===== src/rtl/bcd_pkg.sv =====
// Shared BCD definitions: digit width, largest legal digit and a digit
// validity helper used by the counter and its digit slices.
package bcd_pkg;

    localparam int         BCD_DIGIT_W = 4;
    localparam logic [3:0] BCD_MAX     = 4'd9;

    function automatic logic bcd_valid(input logic [BCD_DIGIT_W-1:0] digit);
        return digit <= BCD_MAX;
    endfunction

endpackage : bcd_pkg


===== src/rtl/bcd_counter_multi_if.sv =====
// Control/data bundle of the multi-digit BCD counter. The master drives
// the controls and load word; the slave (the counter) returns its state.
interface bcd_counter_multi_if #(
    parameter int NUM_DIGITS = 4
) ();
    import bcd_pkg::*;

    logic                              enable;
    logic                              up_down;
    logic                              load;
    logic [BCD_DIGIT_W*NUM_DIGITS-1:0] load_value;
    logic [BCD_DIGIT_W*NUM_DIGITS-1:0] count;
    logic                              carry;
    logic                              load_error;

    modport master (
        output enable, up_down, load, load_value,
        input  count, carry, load_error
    );

    modport slave (
        input  enable, up_down, load, load_value,
        output count, carry, load_error
    );

endinterface : bcd_counter_multi_if


===== src/rtl/bcd_digit.sv =====
// One decimal digit slice: synchronous reset, validated parallel load and
// a single up/down step when the neighbouring digits allow it.
module bcd_digit
    import bcd_pkg::*;
(
    input  logic                   clk,
    input  logic                   rst_n,
    input  logic                   load,
    input  logic [BCD_DIGIT_W-1:0] load_digit,
    input  logic                   step_en,
    input  logic                   up_down,
    output logic [BCD_DIGIT_W-1:0] digit,
    output logic                   at_max,
    output logic                   at_min
);

    logic [BCD_DIGIT_W-1:0] r_digit;
    logic [BCD_DIGIT_W-1:0] w_load_digit;

    // An out-of-range load digit becomes 0 so the register never leaves 0..9.
    assign w_load_digit = bcd_valid(load_digit) ? load_digit : '0;

    // NOTE: state registers use non-blocking assignments so every digit
    // samples the pre-edge value of its neighbours' terminal flags.
    always_ff @(posedge clk) begin
        if (!rst_n) begin
            r_digit <= '0;
        end else if (load) begin
            r_digit <= w_load_digit;
        end else if (step_en) begin
            if (up_down) begin
                r_digit <= (r_digit >= BCD_MAX) ? '0 : r_digit + 4'd1;
            end else begin
                r_digit <= (r_digit == '0) ? BCD_MAX : r_digit - 4'd1;
            end
        end
    end

    assign digit  = r_digit;
    assign at_max = (r_digit == BCD_MAX);
    assign at_min = (r_digit == '0);

endmodule : bcd_digit


===== src/rtl/bcd_counter_multi.sv =====
// N-digit cascaded BCD up/down counter with validated load, load-error flag
// and a combinational terminal-count output usable as a cascade enable.
module bcd_counter_multi
    import bcd_pkg::*;
#(
    parameter int NUM_DIGITS = 4
) (
    input  logic                clk,
    input  logic                rst_n,
    bcd_counter_multi_if.slave  bus
);

    logic [NUM_DIGITS-1:0]             w_at_max;
    logic [NUM_DIGITS-1:0]             w_at_min;
    logic [NUM_DIGITS:0]               w_max_chain;
    logic [NUM_DIGITS:0]               w_min_chain;
    logic [NUM_DIGITS-1:0]             w_step_en;
    logic [NUM_DIGITS-1:0]             w_digit_bad;
    logic [BCD_DIGIT_W*NUM_DIGITS-1:0] w_count;
    logic                              r_load_error;

    // Chain bit i is set when every digit below i sits at its terminal value.
    assign w_max_chain[0] = 1'b1;
    assign w_min_chain[0] = 1'b1;

    for (genvar i = 0; i < NUM_DIGITS; i++) begin : g_digit
        assign w_max_chain[i+1] = w_max_chain[i] & w_at_max[i];
        assign w_min_chain[i+1] = w_min_chain[i] & w_at_min[i];
        assign w_step_en[i]     = bus.enable & ~bus.load &
                                  (bus.up_down ? w_max_chain[i] : w_min_chain[i]);
        assign w_digit_bad[i]   =
            ~bcd_valid(bus.load_value[i*BCD_DIGIT_W +: BCD_DIGIT_W]);

        bcd_digit u_digit (
            .clk        (clk),
            .rst_n      (rst_n),
            .load       (bus.load),
            .load_digit (bus.load_value[i*BCD_DIGIT_W +: BCD_DIGIT_W]),
            .step_en    (w_step_en[i]),
            .up_down    (bus.up_down),
            .digit      (w_count[i*BCD_DIGIT_W +: BCD_DIGIT_W]),
            .at_max     (w_at_max[i]),
            .at_min     (w_at_min[i])
        );
    end

    always_ff @(posedge clk) begin
        if (!rst_n) begin
            r_load_error <= 1'b0;
        end else if (bus.load) begin
            r_load_error <= |w_digit_bad;
        end
    end

    assign bus.count      = w_count;
    assign bus.load_error = r_load_error;
    assign bus.carry      = rst_n & bus.enable & ~bus.load &
                            (bus.up_down ? w_max_chain[NUM_DIGITS]
                                         : w_min_chain[NUM_DIGITS]);

endmodule : bcd_counter_multi


===== src/flat_wrapper.sv =====
// flat-port wrapper written by rule: the top's interface ports become plain ports
module bcd_counter_multi_flat import bcd_pkg::*;
#(
    parameter int NUM_DIGITS = 4
)
  (clk, rst_n, bus_enable, bus_up_down, bus_load, bus_load_value, bus_count, bus_carry, bus_load_error);
  bcd_counter_multi_if #(.NUM_DIGITS(NUM_DIGITS)) bus_i ();
  input  logic clk;
  input  logic rst_n;
  input wire logic [$bits(bus_i.enable)-1:0] bus_enable;
  input wire logic [$bits(bus_i.up_down)-1:0] bus_up_down;
  input wire logic [$bits(bus_i.load)-1:0] bus_load;
  input wire logic [$bits(bus_i.load_value)-1:0] bus_load_value;
  output wire logic [$bits(bus_i.count)-1:0] bus_count;
  output wire logic [$bits(bus_i.carry)-1:0] bus_carry;
  output wire logic [$bits(bus_i.load_error)-1:0] bus_load_error;
  assign bus_i.enable = bus_enable;
  assign bus_i.up_down = bus_up_down;
  assign bus_i.load = bus_load;
  assign bus_i.load_value = bus_load_value;
  assign bus_count = bus_i.count;
  assign bus_carry = bus_i.carry;
  assign bus_load_error = bus_i.load_error;
  bcd_counter_multi #(.NUM_DIGITS(NUM_DIGITS)) u_core (.clk(clk), .rst_n(rst_n), .bus(bus_i));
endmodule

===== config.mk =====
export PLATFORM = sky130hd
export DESIGN_NAME = bcd_counter_multi_flat
export DESIGN_NICKNAME = d
export VERILOG_FILES = /design/src/rtl/bcd_pkg.sv /design/src/rtl/bcd_counter_multi_if.sv /design/src/rtl/bcd_digit.sv /design/src/rtl/bcd_counter_multi.sv /design/src/flat_wrapper.sv
export SDC_FILE = /design/constraint.sdc
export NUM_CORES = 1
export LEC_CHECK = 0
export ABC_AREA = 1
export BUFFER_PORTS_ARGS = -buffer_cell sky130_fd_sc_hd__buf_4
export CORE_ASPECT_RATIO = 0.6
export CORE_UTILIZATION = 55
export DETAILED_ROUTE_END_ITERATION = 12
export GPL_ROUTABILITY_DRIVEN = 0
export GPL_TIMING_DRIVEN = 0
export HOLD_SLACK_MARGIN = 0.08
export PLACE_DENSITY = 0.8
export REMOVE_ABC_BUFFERS = 1
export SYNTH_ARGS = -nofsm -noshare
export SYNTH_HDL_FRONTEND = slang
export SYNTH_SLANG_ARGS = --single-unit

===== constraint.sdc =====
create_clock -name clk -period 4.3 [get_ports clk]
set_input_delay 0.215 -clock clk [delete_from_list [all_inputs] [get_ports clk]]
set_output_delay 0.215 -clock clk [all_outputs]
set_load 0.005 [all_outputs]

# Word-level counts from Yosys, hierarchy flattened
# Cells that the tools add are included.
dict set report classes {
  addsub 8
  order_cmp 8
  eq_ne 4
  mux 28
  n_bitwise 18
  n_reduce_logical 9
}
# op n
set ops {}
lappend ops {{4-bit two-way mux} 24}
lappend ops {{4-bit by 1-bit adder with 4-bit output (second input constant)} 4}
lappend ops {{4-bit == test (second input constant)} 4}
lappend ops {{4-bit >= comparator (second input constant)} 4}
lappend ops {{4-bit <= comparator (second input constant)} 4}
lappend ops {{4-bit logical NOT} 4}
lappend ops {{4-bit by 1-bit subtractor with 4-bit output (second input constant)} 4}
lappend ops {{1-bit bitwise AND} 13}
lappend ops {{2-bit nonzero test} 4}
lappend ops {{1-bit NOT} 5}
lappend ops {{1-bit two-way mux} 4}
lappend ops {{4-bit OR reduction} 1}
dict set report word_totals {
  reg_bits 17
  input_bits 21
  output_inout_bits 18
  elab_cells 80
}

# Logic depth before layout (Yosys ltp)
# Gate-level depths: netlist of the first run.
dict set report logic_depth {
  word_depth 7
  ltp_mapped 11
  mapped_depth_nobuf 11
}

# Cells and area by module
# From an unflattened synthesis of the first run, not the netlist that was laid out.
dict set report unflattened {
  cells_unflattened 331
  hier_area_um2 2042.0
}
# mod instances cells_per_inst area_each_um2 seq_area_each_um2
set modules_own_cells {}
lappend modules_own_cells {bcd_digit 4 75 471.7 80.1}
lappend modules_own_cells {bcd_counter_multi 1 31 155.1 20.0}

# Worst setup path before layout of the first run
# No wires, ideal clock.
dict set report synth_path {
  path_type {register to output}
  from {register u_core.g_digit[1].u_digit.r_digit[0]}
  to {output bus_carry}
  arrival_ns 1.327
  t_required_ns 4.085
  setup_slack_ns 2.758
  path_stages_with_launch 9
  n_path_buf 0
  cell_sequence {dfxtp_1 > inv_1 > ha_1 > nand3_2 > nand2_1 > o21ai_0 > nor2_1 > inv_1 > nor4_1}
}
dict set report synth_via {
  elab_chain_cells 6
  word_cells_on_any_way 10
  cone_classes {eq/ne: 1; mux: 1; bitwise: 7; reduce/logical: 1}
}
# element line_no
set synth_rtl {}
lappend synth_rtl {{start, declared} bcd_digit.sv:17} ;# logic [BCD_DIGIT_W-1:0] r_digit;
lappend synth_rtl {{start signal, assigned} bcd_digit.sv:29} ;# r_digit <= w_load_digit;
lappend synth_rtl {{start signal, assigned} bcd_digit.sv:32} ;# r_digit <= (r_digit >= BCD_MAX) ? '0 : r_digit + 4'd1;
lappend synth_rtl {{start signal, assigned} bcd_digit.sv:34} ;# r_digit <= (r_digit == '0) ? BCD_MAX : r_digit - 4'd1;
lappend synth_rtl {{4-bit == test / 4-bit logical NOT (equally long branches)} {bcd_digit.sv:40, bcd_digit.sv:41}}
lappend synth_rtl {{1-bit bitwise AND (on tied branches) (3 in a row)} {bcd_counter_multi.sv:27, bcd_counter_multi.sv:28}}
lappend synth_rtl {{1-bit two-way mux *} bcd_counter_multi.sv:58} ;# (bus.up_down ? w_max_chain[NUM_DIGITS]
lappend synth_rtl {{1-bit bitwise AND *} bcd_counter_multi.sv:57} ;# assign bus.carry = rst_n & bus.enable & ~bus.load &
lappend synth_rtl {{end, declared} flat_wrapper.sv:15} ;# output wire logic [$bits(bus_i.carry)-1:0] bus_carry;
# Every way passes the cells marked *; elsewhere a longest branch is shown, timed or not.

# Worst setup path after layout of the first run
# Ends and elaborated chain as after synthesis.

==> results of run 1 <==
[sequential cells by signal, indices dropped and copies added, names as in the netlist]
signal / flops
u_core.g_digit.u_digit.digit: 16
u_core.bus.load_error: 1
[per-layer routing]
layer  GRT usage (%)  wire length [um]  up-vias
li1                -                 -     1051
met1            43.0              2380      899
met2            42.0              1910       94
met3            5.54               447        4
met4            5.00                31        0
met5               0                 0        -
[cells in the final DEF, fill, tap and decap left out]
cell | synthesis | final
sky130_fd_sc_hd__xor2_1 | 4 | 4
sky130_fd_sc_hd__ha_1 | 16 | 16
sky130_fd_sc_hd__or2_2 | 1 | 1
sky130_fd_sc_hd__nand2_2 | 3 | 3
sky130_fd_sc_hd__nor2_4 | 1 | 1
sky130_fd_sc_hd__nand3_1 | 39 | 39
sky130_fd_sc_hd__o22ai_1 | 2 | 2
sky130_fd_sc_hd__nor2_2 | 1 | 1
sky130_fd_sc_hd__nor2_1 | 28 | 28
sky130_fd_sc_hd__nand2_1 | 70 | 70
sky130_fd_sc_hd__xnor2_1 | 4 | 4
sky130_fd_sc_hd__nor4_1 | 1 | 1
sky130_fd_sc_hd__a31oi_1 | 3 | 3
sky130_fd_sc_hd__a21oi_1 | 20 | 20
sky130_fd_sc_hd__clkinv_4 | 1 | 1
sky130_fd_sc_hd__inv_1 | 33 | 33
sky130_fd_sc_hd__a32oi_1 | 1 | 1
sky130_fd_sc_hd__clkbuf_1 | 2 | 1
sky130_fd_sc_hd__inv_2 | 5 | 5
sky130_fd_sc_hd__o211ai_1 | 1 | 1
sky130_fd_sc_hd__nand3b_1 | 1 | 1
sky130_fd_sc_hd__nand2_4 | 1 | 1
sky130_fd_sc_hd__o21ai_0 | 25 | 25
sky130_fd_sc_hd__nand3_2 | 4 | 4
sky130_fd_sc_hd__nand4_1 | 5 | 5
sky130_fd_sc_hd__a41oi_1 | 1 | 1
sky130_fd_sc_hd__o21ai_1 | 1 | 1
sky130_fd_sc_hd__buf_4 | 2 | 38
sky130_fd_sc_hd__clkbuf_8 | 0 | 3
sky130_fd_sc_hd__dfxtp_1 | 17 | 17
sky130_fd_sc_hd__a21boi_0 | 1 | 1
[cell families after synthesis]
group	after synthesis
compound gates	55
buf+inv	50
flops	17
simple gates	155
fa+ha+maj	16
xor+xnor	8
[worst min path at each step]
stage	start	end	slack, ns
after detailed placement	bus_load_value[6]	u_core.g_digit[1].u_digit.digit[2]	0.50
final	bus_load_value[6]	u_core.g_digit[1].u_digit.digit[2]	0.23
after global placement	bus_load_value[6]	u_core.g_digit[1].u_digit.digit[2]	0.50
after CTS	bus_load_value[6]	u_core.g_digit[1].u_digit.digit[2]	0.23
after floorplan	rst_n	u_core.g_digit[2].u_digit.digit[3]	0.31
after global routing	bus_load_value[6]	u_core.g_digit[1].u_digit.digit[2]	0.26
[per-stage QoR]
stage / utilization, % / instance area (um2) / hold WS, ns / cells / total power, mW
after floorplan: - / 1760 / 0.313 / 290 / 0.327
after global placement: 69.8 / 2100 / 0.499 / 370 / 0.397
after detailed placement: 69.8 / 2100 / 0.497 / 370 / 0.400
after CTS: 71.3 / 2140 / 0.229 / 374 / 0.522
after global routing: 71.3 / 2140 / 0.263 / 374 / 0.562
final: 71.3 / 2140 / 0.231 / 374 / 0.526
[worst max-delay path, delay by kind of cell (launching register included)]
kind | cells | cell delay, ns
adder cells (fa/ha/maj) | 1 | 0.24
buffers and inverters | 3 | 0.43
AND/OR/NAND/NOR | 4 | 0.63
flip-flops | 1 | 0.39
AO/OA/AOI/OAI | 1 | 0.12
[final cells by class]
cell class	count	area, um2	share of cell area [%]
sequential	17	340	15.9
timing repair buffer	38	285	13.3
inverter	39	151	7.07
multi-input combinational	234	1270	59.1
clock buffer	4	45.0	2.10
tap	42	52.6	2.45
[where the power goes]
group / switching [mW] / leakage, nW / internal [mW]
clock: 0.0591 / 0.0228 / 0.0660
sequential: 0.0266 / 0.141 / 0.170
combinational: 0.116 / 0.914 / 0.0878
total: 0.202 / 1.08 / 0.324
==> summary.md, run 1 <==
| Metric | Value |
|---|---|
| Run status | `finished clean` |
| Floorplan Core Area | `3000 um2` |
| Final Hold Vio Count | `0` |
| Cell types with the highest counts after synthesis | `sky130_fd_sc_hd__nand2_1, sky130_fd_sc_hd__nand3_1, sky130_fd_sc_hd__inv_1` |
| Destination of the critical timing path | `bus_carry` |
| Wire length of the first global-routing pass | `7860 um` |
| Y dimension of the die | `46.7 um` |
| FILL cells | `276` |
| Critical path class | `reg -> out` |
| Total clock sinks | `17` |
| Largest net degree at the start of global routing | `21` |
| Maximum clock path buffer count | `2` |
| Gate count of the mapped netlist | `301` |
| Horizontal extent of the die | `76.4 um` |
| Data required time of the worst path | `4.09 ns` |
| Worst-case setup slack after placement | `2.13 ns` |
| Setup fix buffers added after clock tree synthesis | `0` |
| Min cycle time layout | `2.28 ns` |
| Number of slew-limit violations in the final report | `0` |
| Worst-path cell chain | `inv_1, ha_1, nand3_2, nand2_1, o21ai_0, nor2_1, inv_1, nor4_1, buf_4` |
| Half-perimeter wire length after placement | `3570 um` |
| I/O pin count | `39` |
| Synth-to-Final Area Change | `17.1%` |
| Gr ovfl total | `0` |
| Unrepaired setup endpoints after global routing | `no` |
| Drt total wl | `4760 um` |
| Number of port buffers | `38` |
| Aggregate negative setup slack | `0 ns` |
| Setup crit start kind | `register` |
| Share of post-route cells with drive strength above 1 | `17.5%` |
| Starting utilization of the core area | `60.9%` |
| Cell seen most often among critical-path stages | `sky130_fd_sc_hd__inv_1` |
| Avg Cell Area, Syn | `6.07 um2` |
| Hold-fix buffer count after cts | `0` |
| Worst Setup End Kind | `output pin` |
| Setup clock skew after layout | `0.00328 ns` |
| TritonCTS Buffers | `3` |
| Cell chosen for the clock root | `sky130_fd_sc_hd__clkbuf_8` |
| Hold-critical path depth | `3` |
| Min-Delay Path Class | `in -> reg` |
| Power per Cell Area | `246 nW/um2` |
| Detailed-router iteration count before antenna repair | `5` |
| Maximum vdd drop | `0.159 mV` |
| Starting DRC count in detailed routing | `175` |
| Reg2Reg Depth | `8` |
| Most used DFF post-synth | `sky130_fd_sc_hd__dfxtp_1` |
| Count of yosys warnings during synthesis | `0` |
| Die ar. | `3570 um2` |
| Max-cap check violation count | `0` |
| Crit share post-route | `53.1%` |
| Count of antenna-violating nets left after detailed routing | `0` |
| Register area share after synthesis | `18.6%` |
| Count of vias placed by the detailed router | `2048` |
| Post-cts resize count | `0` |
| Adder-Cell Fraction of Synth Area | `11.0%` |
| Number of cell rows | `15` |
| Vias in the first global route | `1645` |
| Residual DRC | `0` |
| Complex-gate fraction of the synthesized area | `16.1%` |
| Post-synthesis instance area | `1830 um2` |
| Leakage component of the power | `1.08 nW` |
| Cell at the slowest stage of the critical path | `sky130_fd_sc_hd__dfxtp_1` |
| Post-Synth XOR/XNOR Area | `3.83%` |
| Top post-synthesis cells by area | `sky130_fd_sc_hd__dfxtp_1, sky130_fd_sc_hd__nand2_1, sky130_fd_sc_hd__ha_1, sky130_fd_sc_hd__nand3_1, sky130_fd_sc_hd__o21ai_0` |
| Max Fclk | `438 MHz` |
| Largest incremental delay on the critical path | `0.39 ns` |
| Max-slew headroom | `53.8%` |
| Post-synthesis async set-or-reset flop share | `0%` |
| Count of endpoints failing setup in the final report | `0` |
| Ant. Diodes | `0` |
| Worst R2R Setup Slack | `2.47 ns` |
| Flops & latches, synth | `17` |
| Dominant combinational cell family by area after synthesis | `simple AND/OR/NAND/NOR gates` |
| Largest area contributor in the synthesized netlist | `sky130_fd_sc_hd__dfxtp_1` |
| Combined global-route utilization of all metal layers | `28.6%` |
| DR WL/cell | `12.7 um` |
| Basic-gate share of the synthesized area counting and, or, nand and nor cells | `38.4%` |
| Cell with the most instances after synthesis | `sky130_fd_sc_hd__nand2_1` |
| Clock Pin Slew Worst Setup and Hold Paths | `0.07 ns` |
| Worst-margin pin slew | `0.693 ns` |
| EDFF count, synth | `0` |
| Clock tree from TritonCTS | `built` |
| Post-synth top area share | `18.6%` |
| Final Net Count | `370` |
| Arrival time of data at the critical path endpoint | `2.07 ns` |
| Antenna violations before repair | `0` |
| Post-synth cell types | `32` |
| Worst path setup slack after routing | `2.02 ns` |
| Crit. Startpoint | `u_core.g_digit[1].u_digit.digit[0]` |
| Mux cell area share after synthesis | `0%` |
| Critical path peak fanout | `8` |
| R2R Path Start | `u_core.g_digit[1].u_digit.digit[0]` |
| Level count of the clock H-tree | `1` |
| Number of vias per cell | `5.48` |
| Source-to-sink clock delay at the later pin of the worst-skew pair | `0.26 ns` |
| FF-to-FF End | `u_core.g_digit[2].u_digit.digit[2]` |
Note: power is estimated with default switching activity, not from simulation.
==> run 2: changes to the inputs <==
ABC_AREA = 0   (was 1)
CORE_UTILIZATION = 50   (was 55)
PLACE_DENSITY = 0.77   (was 0.8)
clock period = 1.8 ns   (was 4.3 ns; I/O delays follow)
==> summary.md, run 2 <==
| Metric | Value |
|---|---|
| Run status | `finished, violations left` |
| Violations in the final reports | `setup timing` |
| Avg Cell Area, Syn | `7.49 um2 (+23%)` |
| Number of port buffers | `38 (unchanged)` |
| Setup clock skew after layout | `0.00369 ns (+0.000413 ns)` |
| TritonCTS Buffers | `3 (unchanged)` |
| Combined global-route utilization of all metal layers | `30.0% (+1.5 points)` |
| Synth-to-Final Area Change | `35.4%` |
| Combinational share of power | `39.1% (+0.4 points)` |
| Y dimension of the die | `48.5 um (+4.1%)` |
| Starting DRC count in detailed routing | `258 (+47%)` |
| Most used DFF post-synth | `sky130_fd_sc_hd__dfxtp_1` |
| Gr ovfl total | `0 (unchanged)` |
| Setup crit start kind | `register` |
| Number of slew-limit violations in the final report | `0 (unchanged)` |
| Unrepaired setup endpoints after global routing | `yes` |
| Total placed instance area | `2090 um2 (-0.18%)` |
| Relative contribution of sequential cells to total power | `36.1% (-1.4 points)` |
| Data required time of the worst path | `2.00 ns (-2.09 ns)` |
| Worst-case setup slack after placement | `-0.536 ns (-2.67 ns)` |
| Number of flip-flops in the largest register | `16 (unchanged)` |
| Count of endpoints failing setup in the final report | `13 (+13)` |
| Min cycle time layout | `2.04 ns` |
| Detailed-router iteration count before antenna repair | `5 (unchanged)` |
| Level count of the clock H-tree | `1 (unchanged)` |
| Clock Pin Slew Worst Setup and Hold Paths | `0.08 ns (about the same)` |
| Sw Share | `35.9% (-2.5 points)` |
| Final non-filler cell area | `2440 um2 (+14%)` |
| Vias in the first global route | `1876 (+14%)` |
| Non-filler cells, final | `333 (-11%)` |
| Worst-margin pin slew | `0.495 ns (-0.197 ns)` |
| Share of post-route cells with drive strength above 1 | `32.6% (+15 points)` |
| Commonest non-fill, non-tap cell in the layout | `sky130_fd_sc_hd__buf_4` |
| Count of yosys warnings during synthesis | `0 (unchanged)` |
| Crit share post-route | `114%` |
| Critical path peak fanout | `4 (-4)` |
| Post-synthesis async set-or-reset flop share | `0% (unchanged)` |
| Register containing the most flip-flops in the final layout | `u_core.g_digit.u_digit.digit` |
| Register area share after synthesis | `18.8% (+0.23 points)` |
| Clk pwr share | `24.9% (+1.1 points)` |
| Max-slew headroom | `66.9% (+13 points)` |
| Cell internal power dissipation | `0.805 mW (+150%)` |
| Cell types with the highest counts after synthesis | `sky130_fd_sc_hd__o21ai_0, sky130_fd_sc_hd__inv_1, sky130_fd_sc_hd__dfxtp_1, sky130_fd_sc_hd__nand3_1, sky130_fd_sc_hd__ha_1` |
| Gate count of the mapped netlist | `241 (-20%)` |
| I/O pin count | `39 (unchanged)` |
| Number of cell rows | `16 (+1)` |
| Antenna violations before repair | `0 (unchanged)` |
| Clock tree from TritonCTS | `built` |
| Count of antenna-violating nets left after detailed routing | `0 (unchanged)` |
| Top post-synthesis cells by area | `sky130_fd_sc_hd__dfxtp_1, sky130_fd_sc_hd__ha_1, sky130_fd_sc_hd__o21ai_0, sky130_fd_sc_hd__nand3_1, sky130_fd_sc_hd__a21oi_1` |
| Wire length of the first global-routing pass | `9160 um (+17%)` |
| Maximum vdd drop | `0.424 mV (+170%)` |
| Leakage component of the power | `1.06 nW (-1.5%)` |
| Max-cap check violation count | `0 (unchanged)` |
| DR WL/cell | `16.4 um (+29%)` |
| Final Net Count | `326 (-12%)` |
| Cell chosen for the clock root | `sky130_fd_sc_hd__clkbuf_8` |
| Residual DRC | `0 (unchanged)` |
| Largest net degree at the start of global routing | `44 (+110%)` |
| FILL cells | `262 (-5.1%)` |
| Max Fclk | `489 MHz` |
| Floorplan Core Area | `3340 um2 (+11%)` |
| Arrival time of data at the critical path endpoint | `2.24 ns (+0.17 ns)` |
| Cell Count Post-Placement | `310 (-16%)` |
| Ant. Diodes | `0 (unchanged)` |
| Half-perimeter wire length after placement | `3450 um (-3.3%)` |
| Top library cells by usage in the layout, fill and taps aside | `sky130_fd_sc_hd__buf_4, sky130_fd_sc_hd__o21ai_0, sky130_fd_sc_hd__nand3_1` |
| Worst path setup slack after routing | `-0.243 ns (-2.26 ns)` |
| Horizontal extent of the die | `79.6 um (+4.1%)` |
| Worst Setup End Kind | `register` |
| Net Switching | `0.450 mW (+120%)` |
| Post-synthesis instance area | `1810 um2 (-1.2%)` |
| Post-synth cell types | `56 (+75%)` |
| Critical path class | `reg -> reg` |
| Total clock sinks | `17 (unchanged)` |
| Drt total wl | `5450 um (+14%)` |
| Power per Cell Area | `513 nW/um2 (+110%)` |
| Die ar. | `3860 um2 (+8.3%)` |
| Post-synth top area share | `18.8% (+0.23 points)` |
| Largest area contributor in the synthesized netlist | `sky130_fd_sc_hd__dfxtp_1` |
| Starting utilization of the core area | `54.0% (-6.9 points)` |
| Final Hold Vio Count | `0 (unchanged)` |
| Min-Delay Path Class | `in -> reg` |
| Source-to-sink clock delay at the later pin of the worst-skew pair | `0.26 ns (about the same)` |
| Count of vias placed by the detailed router | `2088 (+2.0%)` |
| Flops & latches, synth | `17 (unchanged)` |
| EDFF count, synth | `0 (unchanged)` |
| Maximum clock path buffer count | `2 (unchanged)` |
| Cell with the most instances after synthesis | `sky130_fd_sc_hd__o21ai_0` |
| Number of vias per cell | `6.27 (+15%)` |
[run 2: cell type report]
| cell class | instances | area, um2 | area share (%) |
|---|---|---|---|
| Inverter | 18 | 77.6 | 3.17 |
| Sequential cell | 17 | 362 | 14.8 |
| Clock buffer | 4 | 45.0 | 1.84 |
| Multi-Input combinational cell | 192 | 1450 | 59.1 |
| Tap cell | 45 | 56.3 | 2.30 |
| Timing Repair Buffer | 57 | 459 | 18.8 |
[run 2: routing by layer]
layer	global-route usage (%)	vias to the layer above	wire (um)
li1	-	1001	-
met1	44.6	993	2710
met2	44.2	86	2370
met3	6.23	8	320
met4	6.36	0	45
met5	0	-	0
[run 2: cell families after synthesis]
logic type	share of synthesized area (%)
compound gates	30.8
fa+ha+maj	11.1
xor+xnor	0.970
simple gates	27.8
flops	18.8
mux	3.74
buf+inv	6.79
[run 2: power groups by stage]
stage / registers [mW] / clock network, mW / logic [mW]
after floorplan: 0.450 / 0 / 0.229
after global placement: 0.461 / 0 / 0.371
after detailed placement: 0.463 / 0 / 0.377
after CTS: 0.448 / 0.310 / 0.455
after global routing: 0.458 / 0.339 / 0.538
final: 0.452 / 0.312 / 0.490
[run 2: repair_timing]
action,4_1_cts,5_1_grt
pin swaps,12,8
gates cloned,0,0
endpoints found under the setup margin,14,16
resized for setup,40,14
buffers inserted,13,1
hold buffers,5,0
endpoints found under the hold margin,5,0
[run 2: through the flow]
stage          hold WS (ns)  power, mW  setup TNS [ns]  util (%)
4_1_cts              0.0821       1.21           -1.04      71.4
6_report             0.0843       1.25           -1.49      73.1
5_1_grt              0.0995       1.33           -2.51      73.1
2_1_floorplan         0.206      0.679           -1.96         -
3_5_place_dp          0.313      0.840           -4.99      62.6
3_3_place_gp          0.307      0.832           -4.72      62.6
[run 2: path summary, 6_finish.rpt]
| check | start | cells past startpoint | endpoint | slack, ns |
|---|---|---|---|---|
| max | u_core.g_digit[1].u_digit.digit[0] | 7 | u_core.g_digit[3].u_digit.digit[1] | -0.24 |
| min | bus_load_value[15] | 3 | u_core.g_digit[3].u_digit.digit[3] | 0.08 |
| max reg2reg | u_core.g_digit[1].u_digit.digit[0] | 7 | u_core.g_digit[3].u_digit.digit[1] | -0.24 |
| min reg2reg | u_core.bus.load_error | 1 | u_core.bus.load_error | 0.54 |
[run 2: critical path, cell delays in order (launching register included)]
cell,delay (ns)
sky130_fd_sc_hd__dfxtp_4,0.36
sky130_fd_sc_hd__inv_4,0.08
sky130_fd_sc_hd__ha_4,0.13
sky130_fd_sc_hd__or4b_4,0.46
sky130_fd_sc_hd__a221oi_4,0.33
sky130_fd_sc_hd__nand3b_4,0.17
sky130_fd_sc_hd__mux2_4,0.33
sky130_fd_sc_hd__o21ai_2,0.13
==> run 3: changes to the inputs <==
clock period = 1.7 ns   (was 1.8 ns; I/O delays follow)
==> summary.md, run 3 (synthesized netlist as in run 2, its figures left out) <==
| Metric | Value |
|---|---|
| Non-filler cells, final | `337 (+1.2%)` |
| Crit share post-route | `120% (+6.3 points)` |
| Number of flip-flops in the largest register | `16 (unchanged)` |
| Horizontal extent of the die | `79.6 um (unchanged)` |
| R2R Path Start | `u_core.g_digit[1].u_digit.digit[0]` |
| Residual DRC | `0 (unchanged)` |
| Dominant delay contributor by cell family on the critical path | `simple AND/OR/NAND/NOR gates` |
| Share of post-route cells with drive strength above 1 | `33.2% (+0.58 points)` |
| Count of endpoints failing setup in the final report | `14 (+1)` |
| Count of vias placed by the detailed router | `2116 (+1.3%)` |
| Total clock sinks | `17 (unchanged)` |
| Half-perimeter wire length after placement | `3450 um (unchanged)` |
| Final cell utilization of the core | `74.4% (+1.2 points)` |
| Final non-filler cell area | `2490 um2 (+1.7%)` |
| Number of vias per cell | `6.28 (+0.14%)` |
| DR WL/cell | `16.6 um (+1.6%)` |
| Floorplan Core Area | `3340 um2 (unchanged)` |
| Unrepaired setup endpoints after global routing | `yes` |
| Power per Cell Area | `543 nW/um2 (+5.8%)` |
| Total placed instance area | `2090 um2 (unchanged)` |
| Starting DRC count in detailed routing | `246 (-4.7%)` |
| Final Net Count | `330 (+1.2%)` |
| Largest incremental delay on the critical path | `0.46 ns (about the same)` |
| Ant. Diodes | `0 (unchanged)` |
| Worst-path cell chain | `inv_4, ha_4, or4b_4, a221oi_4, nand3b_4, mux2_4, o21ai_2` |
| Cell at the slowest stage of the critical path | `sky130_fd_sc_hd__or4b_4` |
| Top library cells by usage in the layout, fill and taps aside | `sky130_fd_sc_hd__buf_4, sky130_fd_sc_hd__o21ai_0, sky130_fd_sc_hd__nand3_1` |
| Max-slew headroom | `66.5% (-0.37 points)` |
| Starting utilization of the core area | `54.0% (unchanged)` |
| Number of port buffers | `38 (unchanged)` |
| Leakage component of the power | `1.08 nW (+1.7%)` |
| Max-cap check violation count | `0 (unchanged)` |
| Worst path setup slack after routing | `-0.337 ns (-0.0941 ns)` |
| Min cycle time layout | `2.04 ns (-0.00589 ns)` |
| Largest net degree at the start of global routing | `44 (unchanged)` |
| Min-Delay Path Class | `in -> reg` |
| Maximum clock path buffer count | `2 (unchanged)` |
| FILL cells | `252 (-3.8%)` |
| Vias in the first global route | `1893 (+0.91%)` |
| Clock Pin Slew Worst Setup and Hold Paths | `0.08 ns (about the same)` |
| I/O pin count | `39 (unchanged)` |
| Violations in the final reports | `setup timing` |
| Number of slew-limit violations in the final report | `0 (unchanged)` |
| Synth-to-Final Area Change | `37.7%` |
| Final Hold Vio Count | `0 (unchanged)` |
| Count of antenna-violating nets left after detailed routing | `0 (unchanged)` |
| Cell chosen for the clock root | `sky130_fd_sc_hd__clkbuf_8` |
| Maximum vdd drop | `0.461 mV (+8.5%)` |
| Hold slack final | `0.0845 ns (+0.000278 ns)` |
| Source-to-sink clock delay at the later pin of the worst-skew pair | `0.26 ns (about the same)` |
| TritonCTS Buffers | `3 (unchanged)` |
| Number of cell rows | `16 (unchanged)` |
| Gr ovfl total | `0 (unchanged)` |
| Worst-margin pin slew | `0.501 ns (+0.00549 ns)` |
| Data required time of the worst path | `1.90 ns (-0.10 ns)` |
| Detailed-router iteration count before antenna repair | `5 (unchanged)` |
| Clock tree from TritonCTS | `built` |
| Setup crit start kind | `register` |
| Antenna violations before repair | `0 (unchanged)` |
| Total power draw | `1.35 mW (+7.6%)` |
| Die ar. | `3860 um2 (unchanged)` |
| Wire length of the first global-routing pass | `9210 um (+0.52%)` |
| Combined global-route utilization of all metal layers | `30.1% (+0.080 points)` |
| Register containing the most flip-flops in the final layout | `u_core.g_digit.u_digit.digit` |
| Hold Path Origin | `bus_load_value[8]` |
| Max Fclk | `491 MHz (+0.29%)` |
| Worst Setup End Kind | `register` |
| Crit. Startpoint | `u_core.g_digit[1].u_digit.digit[0]` |
| Drt total wl | `5600 um (+2.8%)` |
| Y dimension of the die | `48.5 um (unchanged)` |
| Setup clock skew after layout | `0.00178 ns (-0.00192 ns)` |
| Critical path class | `reg -> reg` |
| Sum of buffers and inverters on the critical path | `1 (unchanged)` |
| Critical path peak fanout | `4 (unchanged)` |
| Run status | `finished, violations left` |
| Level count of the clock H-tree | `1 (unchanged)` |
| Commonest non-fill, non-tap cell in the layout | `sky130_fd_sc_hd__buf_4` |
| Arrival time of data at the critical path endpoint | `2.23 ns (about the same)` |
| Cell Count Post-Placement | `310 (unchanged)` |
[run 3: cell count changes in the layout (fill, tap and decap cells not counted), sizes merged]
| cell | change |
|---|---|
| buf | +3 |
| dlygate4sd3 | +1 |
[run 3: tightest hold or removal path, cell delays in order]
cell and delay [ns]:
sky130_fd_sc_hd__buf_4 0.08, sky130_fd_sc_hd__nand3_1 0.07, sky130_fd_sc_hd__o311ai_1 0.09
[run 3: cell type report]
type / instances / area (um2) / share of cell area (%)
repair buffers: 61 / 492 / 19.8
inverters: 18 / 77.6 / 3.12
well taps: 45 / 56.3 / 2.26
flip-flops and latches: 17 / 362 / 14.5
multi-input cells: 192 / 1450 / 58.5
clock buffers: 4 / 45.0 / 1.81
[run 3: path summary, 6_finish.rpt]
kind / end / slack [ns] / depth (start not counted)
worst min-delay path: u_core.g_digit[2].u_digit.digit[0] / 0.08 / 3
worst max-delay path: u_core.g_digit[3].u_digit.digit[1] / -0.34 / 7
worst min register to register: u_core.g_digit[2].u_digit.digit[1] / 0.54 / 2
worst max register to register: u_core.g_digit[3].u_digit.digit[1] / -0.34 / 7
[run 3: routing by layer]
metal  share of wire (%)  GRT usage [%]  up-vias
met5                   0              0        -
met4                 1.2           6.36        0
met3                 6.8           6.23       11
met2                  43           44.6       97
met1                  49           44.5     1004
li1                    -              -     1004
[run 3: where the power goes]
group          switching (mW)  internal (mW)
Clock                   0.166          0.167
Sequential             0.0555          0.424
Combinational           0.266          0.271
[run 3: per-stage QoR]
stage | setup TNS (ns) | setup WS, ns
finish | -2.89 | -0.337
detailed placement | -6.43 | -0.636
CTS | -2.32 | -0.269
global route | -4.37 | -0.418
floorplan | -3.16 | -0.429
global placement | -6.12 | -0.621
[run 3: repair_timing]
action,4_1_cts,5_1_grt
endpoints found under the hold margin,6,0
endpoints found under the setup margin,15,17
gates resized for setup,41,18
hold buffers,6,0
buffers inserted,13,4
pin swaps,12,11
